===== config.mk =====
export PLATFORM = sky130hd
export DESIGN_NAME = mem_port_arbiter
export DESIGN_NICKNAME = d
export VERILOG_FILES = /design/src/rtl/mem_port_arbiter.sv
export SDC_FILE = /design/constraint.sdc
export NUM_CORES = 1
export LEC_CHECK = 0
export CAP_MARGIN = 40
export CORE_MARGIN = 3
export CORE_UTILIZATION = 38
export DETAILED_ROUTE_END_ITERATION = 10
export GPL_TIMING_DRIVEN = 0
export PLACE_DENSITY = 0.77
export SLEW_MARGIN = 10
export SYNTH_ARGS = -nofsm -noshare
export SYNTH_HDL_FRONTEND = slang
export SYNTH_SLANG_ARGS = --single-unit

===== constraint.sdc =====
create_clock -name clk -period 2 [get_ports clk]
set_clock_uncertainty 0.15 [all_clocks]
set_input_delay 0.4 -clock clk [delete_from_list [all_inputs] [get_ports clk]]
set_output_delay 0.4 -clock clk [all_outputs]
set_load 0.05 [all_outputs]

===== src/rtl/mem_port_arbiter.sv =====
// Arbitrates a single-ported unified memory between instruction fetch and load/store.
// Data wins ties, except that a bounded streak of data grants forces a waiting fetch through.
module mem_port_arbiter #(
  parameter int AW           = 32,
  parameter int DW           = 32,
  parameter int MAX_D_STREAK = 4,
  parameter int TIMEOUT      = 64
) (
  input  logic          clk,
  input  logic          reset,
  input  logic          i_req,
  input  logic [AW-1:0] i_addr,
  output logic          i_done,
  output logic [DW-1:0] i_rdata,
  input  logic          d_req,
  input  logic          d_we,
  input  logic [AW-1:0] d_addr,
  input  logic [DW-1:0] d_wdata,
  output logic          d_done,
  output logic [DW-1:0] d_rdata,
  output logic          err,
  output logic          i_stall,
  output logic          d_stall,
  output logic          m_req,
  output logic          m_we,
  output logic [AW-1:0] m_addr,
  output logic [DW-1:0] m_wdata,
  input  logic [DW-1:0] m_rdata,
  input  logic          m_ready
);

  typedef enum logic [1:0] {
    IDLE   = 2'd0,
    BUSY_I = 2'd1,
    BUSY_D = 2'd2,
    DONE   = 2'd3
  } state_t;

  localparam logic [3:0] STREAK_MAX = 4'(MAX_D_STREAK);
  localparam logic [7:0] TIMER_LAST = 8'(TIMEOUT - 1);

  state_t        state_q, state_d;
  logic [3:0]    streak_q, streak_d;
  logic [7:0]    timer_q, timer_d;
  logic          m_req_q, m_req_d;
  logic          m_we_q, m_we_d;
  logic [AW-1:0] m_addr_q, m_addr_d;
  logic [DW-1:0] m_wdata_q, m_wdata_d;
  logic          i_done_q, i_done_d;
  logic          d_done_q, d_done_d;
  logic [DW-1:0] i_rdata_q, i_rdata_d;
  logic [DW-1:0] d_rdata_q, d_rdata_d;
  logic          err_q, err_d;
  logic          force_i_s;

  // A fetch that has watched MAX_D_STREAK data grants go by takes the next slot.
  assign force_i_s = i_req && (streak_q == STREAK_MAX);

  always_ff @(posedge clk) begin
    if (reset) begin
      state_q   <= IDLE;
      streak_q  <= 4'd0;
      timer_q   <= 8'd0;
      m_req_q   <= 1'b0;
      m_we_q    <= 1'b0;
      m_addr_q  <= '0;
      m_wdata_q <= '0;
      i_done_q  <= 1'b0;
      d_done_q  <= 1'b0;
      i_rdata_q <= '0;
      d_rdata_q <= '0;
      err_q     <= 1'b0;
    end else begin
      state_q   <= state_d;
      streak_q  <= streak_d;
      timer_q   <= timer_d;
      m_req_q   <= m_req_d;
      m_we_q    <= m_we_d;
      m_addr_q  <= m_addr_d;
      m_wdata_q <= m_wdata_d;
      i_done_q  <= i_done_d;
      d_done_q  <= d_done_d;
      i_rdata_q <= i_rdata_d;
      d_rdata_q <= d_rdata_d;
      err_q     <= err_d;
    end
  end

  always_comb begin
    state_d   = state_q;
    streak_d  = streak_q;
    timer_d   = timer_q;
    m_req_d   = m_req_q;
    m_we_d    = m_we_q;
    m_addr_d  = m_addr_q;
    m_wdata_d = m_wdata_q;
    i_done_d  = i_done_q;
    d_done_d  = d_done_q;
    i_rdata_d = i_rdata_q;
    d_rdata_d = d_rdata_q;
    err_d     = err_q;

    case (state_q)
      IDLE: begin
        timer_d = 8'd0;
        if (d_req && !force_i_s) begin
          state_d   = BUSY_D;
          m_req_d   = 1'b1;
          m_we_d    = d_we;
          m_addr_d  = d_addr;
          m_wdata_d = d_wdata;
          if (!i_req) begin
            streak_d = 4'd0;
          end else if (streak_q == STREAK_MAX) begin
            streak_d = STREAK_MAX;
          end else begin
            streak_d = streak_q + 4'd1;
          end
        end else if (i_req) begin
          state_d   = BUSY_I;
          m_req_d   = 1'b1;
          m_we_d    = 1'b0;
          m_addr_d  = i_addr;
          m_wdata_d = '0;
          streak_d  = 4'd0;
        end else begin
          state_d = IDLE;
        end
      end

      BUSY_I, BUSY_D: begin
        if (m_ready) begin
          state_d = DONE;
          m_req_d = 1'b0;
          if (state_q == BUSY_I) begin
            i_done_d  = 1'b1;
            i_rdata_d = m_rdata;
          end else begin
            d_done_d  = 1'b1;
            d_rdata_d = m_we_q ? '0 : m_rdata;
          end
        end else if (timer_q == TIMER_LAST) begin
          // Hung memory: complete with an error so the core is not frozen forever.
          state_d = DONE;
          m_req_d = 1'b0;
          err_d   = 1'b1;
          if (state_q == BUSY_I) begin
            i_done_d  = 1'b1;
            i_rdata_d = '0;
          end else begin
            d_done_d  = 1'b1;
            d_rdata_d = '0;
          end
        end else begin
          timer_d = timer_q + 8'd1;
        end
      end

      DONE: begin
        state_d  = IDLE;
        i_done_d = 1'b0;
        d_done_d = 1'b0;
        err_d    = 1'b0;
        timer_d  = 8'd0;
      end

      default: begin
        state_d = IDLE;
      end
    endcase
  end

  assign m_req   = m_req_q;
  assign m_we    = m_we_q;
  assign m_addr  = m_addr_q;
  assign m_wdata = m_wdata_q;
  assign i_done  = i_done_q;
  assign d_done  = d_done_q;
  assign i_rdata = i_rdata_q;
  assign d_rdata = d_rdata_q;
  assign err     = err_q;
  assign i_stall = i_req & ~i_done_q;
  assign d_stall = d_req & ~d_done_q;

endmodule


==> results.ini <==
[yosys]
ys.warnings.count = 0
async_flop_share_pct = 0
synth_ff_type = dfxtp_1
synth_edf_count = 0
synth_area_per_cell_um2 = 8.194
ys_seq_elements = 147
synth_cell_types = 38
syn_inst = 729
syn_nets = 870
yosysSeqAreaShare_pct = 49.27
syn_area_mm2 = 0.005973

[global_routing]
grt_use_total_pct = 22.10
gr-usage-met1_pct = 25.83
grt_util_met2_pct = 38.42
grt_max_degree = 17
use_met3_pct = 8.308
antenna_found_initial = 0
grt_pass1_wl_mm = 30.88
grt_pass1_vias = 5973
grt_overflow = 0
globalRoute.busiestLayer = met2

[cts]
hold_buffers = 0
cts_made_buffers = 17
cts_buffer_depth = 2
cts_root_buffer = clkbuf_16
cts.sinks = 147
clkLatencyLatePin_ns = 0.41
htree_levels = 4
cts_tree = done
clk_pin_slew_ns = 0.06

[route]
num_vias = 6242
ant_nets = 0
dr.pass1.iters = 5
drc = 0
via_per_inst = 5.030
drt_iter0_markers = 347
wl_per_cell_um = 16.06
drt-total-wl_mm = 19.93

[place]
dpl_cell_area_mm2 = 0.008910
hpwl_mm = 14.99
port_buffers = 267
gp_congestion = 0.8144
dpl.cell_count = 1207

[critical_path]
cp.arrival_ns = 1.42
crit_path_end_kind = output port
start_kind = register
crit_fanout = 3
crit_required_ns = 1.45
worstSetupPathType = reg -> out
reg2reg_slack_ns = 0.11

[layout]
diodes = 0
final_cell_area_mm2 = 0.009517
drive_gt1_share_pct = 8.350
num-nets-final = 1159
num-fill-cells = 1417
syn_to_final_growth_pct = 59.32
instances_no_fill = 1241

[power]
ir_drop_v = 0.0007206
power_uw = 11900
power.density_mw_per_mm2 = 1250
p_leak_uw = 0.004074

[die]
die_h_um = 131.4
rows = 45
fp.dieArea_mm2 = 0.01726
num_io_pins = 269
start_util_pct = 39.00
fp.dieW_um = 131.4
core_area_mm2 = 0.01531

[sta]
post-route-period-util_pct = 98.38
relSlewSlack_pct = 60.25
finalHoldViolCount = 0
rsz0062_at_grt = true
worst_pin_slew_ns = 0.5986
finalSetupViolCount = 0
tns_ns = 0
max_clock_freq_ghz = 0.5082
period_minus_slack_ns = 1.968
drv_slew = 0

[hold_path]
min_path_type = in -> reg

[outcome]
status = finished, final reports clean

[flow_run]
drv_cap = 0

[sequential cells by signal, summed over array words and instances, names as in the netlist, named ones only]
name      flops
m_wdata      32
m_req         1
timer_q       8
m_addr       32
state_q       2
d_rdata      32
streak_q      4
m_we          1
d_done        1
err           1
i_rdata      32
[placed cells by master (no fill, tap or decap), drive strengths merged, types with 3 or more instances in the layout]
cell type and n:
mux2i 34, dlygate4sd2 134, inv 9, o21ai 70, and3 3, buf 24
clkdlybuf4s50 131, nand3b 3, dfxtp 147, a31oi 34, a311oi 4, bufinv 4
ha 7, clkbuf 65, a21oi 74, nor2 13, nand3 74, nand2 170
[where the power goes]
group / switching, uW / internal [uW] / leakage, uW
clock network: 1230 / 2150 / 0.000298
logic: 3330 / 1520 / 0.00258
registers: 255 / 3420 / 0.00120
total: 4810 / 7090 / 0.00407
[cell type report]
type / instances / area (um2) / share of cell area (%)
clock buffer: 23 / 467.9 / 4.917
multi-input combinational: 511 / 2755 / 28.95
tap: 211 / 264.0 / 2.774
sequential: 147 / 2953 / 31.03
timing repair buffer: 273 / 2557 / 26.87
buffer: 59 / 331.6 / 3.484
clock inverter: 8 / 150.1 / 1.578
inverter: 9 / 37.54 / 0.3944
[metrics by stage]
step / util [%] / hold slack, ns / worst slack (ns)
2_1_floorplan: - / 0.3115 / 0.05889
3_3_place_gp: 58.18 / 0.2875 / -0.6344
3_5_place_dp: 58.18 / 0.2946 / -0.6696
4_1_cts: 61.68 / 0.2277 / 0.007605
5_1_grt: 62.14 / 0.2739 / -0.01058
6_report: 62.14 / 0.2389 / 0.03244
[worst paths after layout]
kind / from / end / cells past startpoint
setup / recovery: d_done / d_stall / 2
hold / removal: i_req / state_q[0] / 3
setup reg to reg: streak_q[0] / m_addr[21] / 8
hold reg to reg: m_wdata[1] / m_wdata[1] / 2
[layer usage]
metal	vias up	routed length, um
met5	-	0
met4	0	204
met3	15	1743
met2	232	9814
met1	2894	8170
li1	3101	-
[cell usage after synthesis (2+ instances only)]
library cell | n | area share, %
nor2_1 | 13 | 0.82
o21a_1 | 2 | 0.25
a31oi_1 | 34 | 3.6
mux2i_1 | 34 | 5.7
nand3b_1 | 3 | 0.38
buf_2 | 7 | 0.59
xnor2_1 | 2 | 0.29
ha_1 | 7 | 1.5
o21ai_0 | 69 | 5.8
nor3b_1 | 2 | 0.25
and3_1 | 3 | 0.31
inv_1 | 9 | 0.57
clkbuf_1 | 45 | 2.8
nand4_1 | 2 | 0.21
dfxtp_1 | 147 | 49
buf_8 | 3 | 0.75
and4b_1 | 2 | 0.34
nand2_1 | 170 | 11
buf_1 | 6 | 0.38
a21oi_1 | 73 | 6.1
a311oi_1 | 4 | 0.59
xor2_1 | 2 | 0.29
nand3_1 | 74 | 6.2
nor2b_1 | 2 | 0.21
[worst max-delay path, cell delays in order, from the launching register on]
cell	delay (ns)
dfxtp_1	0.33
nor2b_1	0.10
dlygate4sd2_1	0.56
[cell families (layout without fill, tap and decap cells)]
kind of cell             Yosys count  count (layout)  synth area share [%]
AO/OA/AOI/OAI                    189             189                 17.22
XOR/XNOR                           4               4                0.5866
adder cells (fa/ha/maj)            7               7                 1.466
buffers and inverters             71             372                 5.299
flip-flops                       147             147                 49.27
multiplexers                      34              34                 5.698
AND/OR/NAND/NOR                  277             277                 20.47
[what timing repair did]
item | CTS | global route
pin swaps | 1 | 3
setup endpoints to repair | 268 | 127
setup buffers | 3 | 3
resized for setup | 172 | 33
gates cloned | 0 | 0
Power figures use the tool's default switching activity.
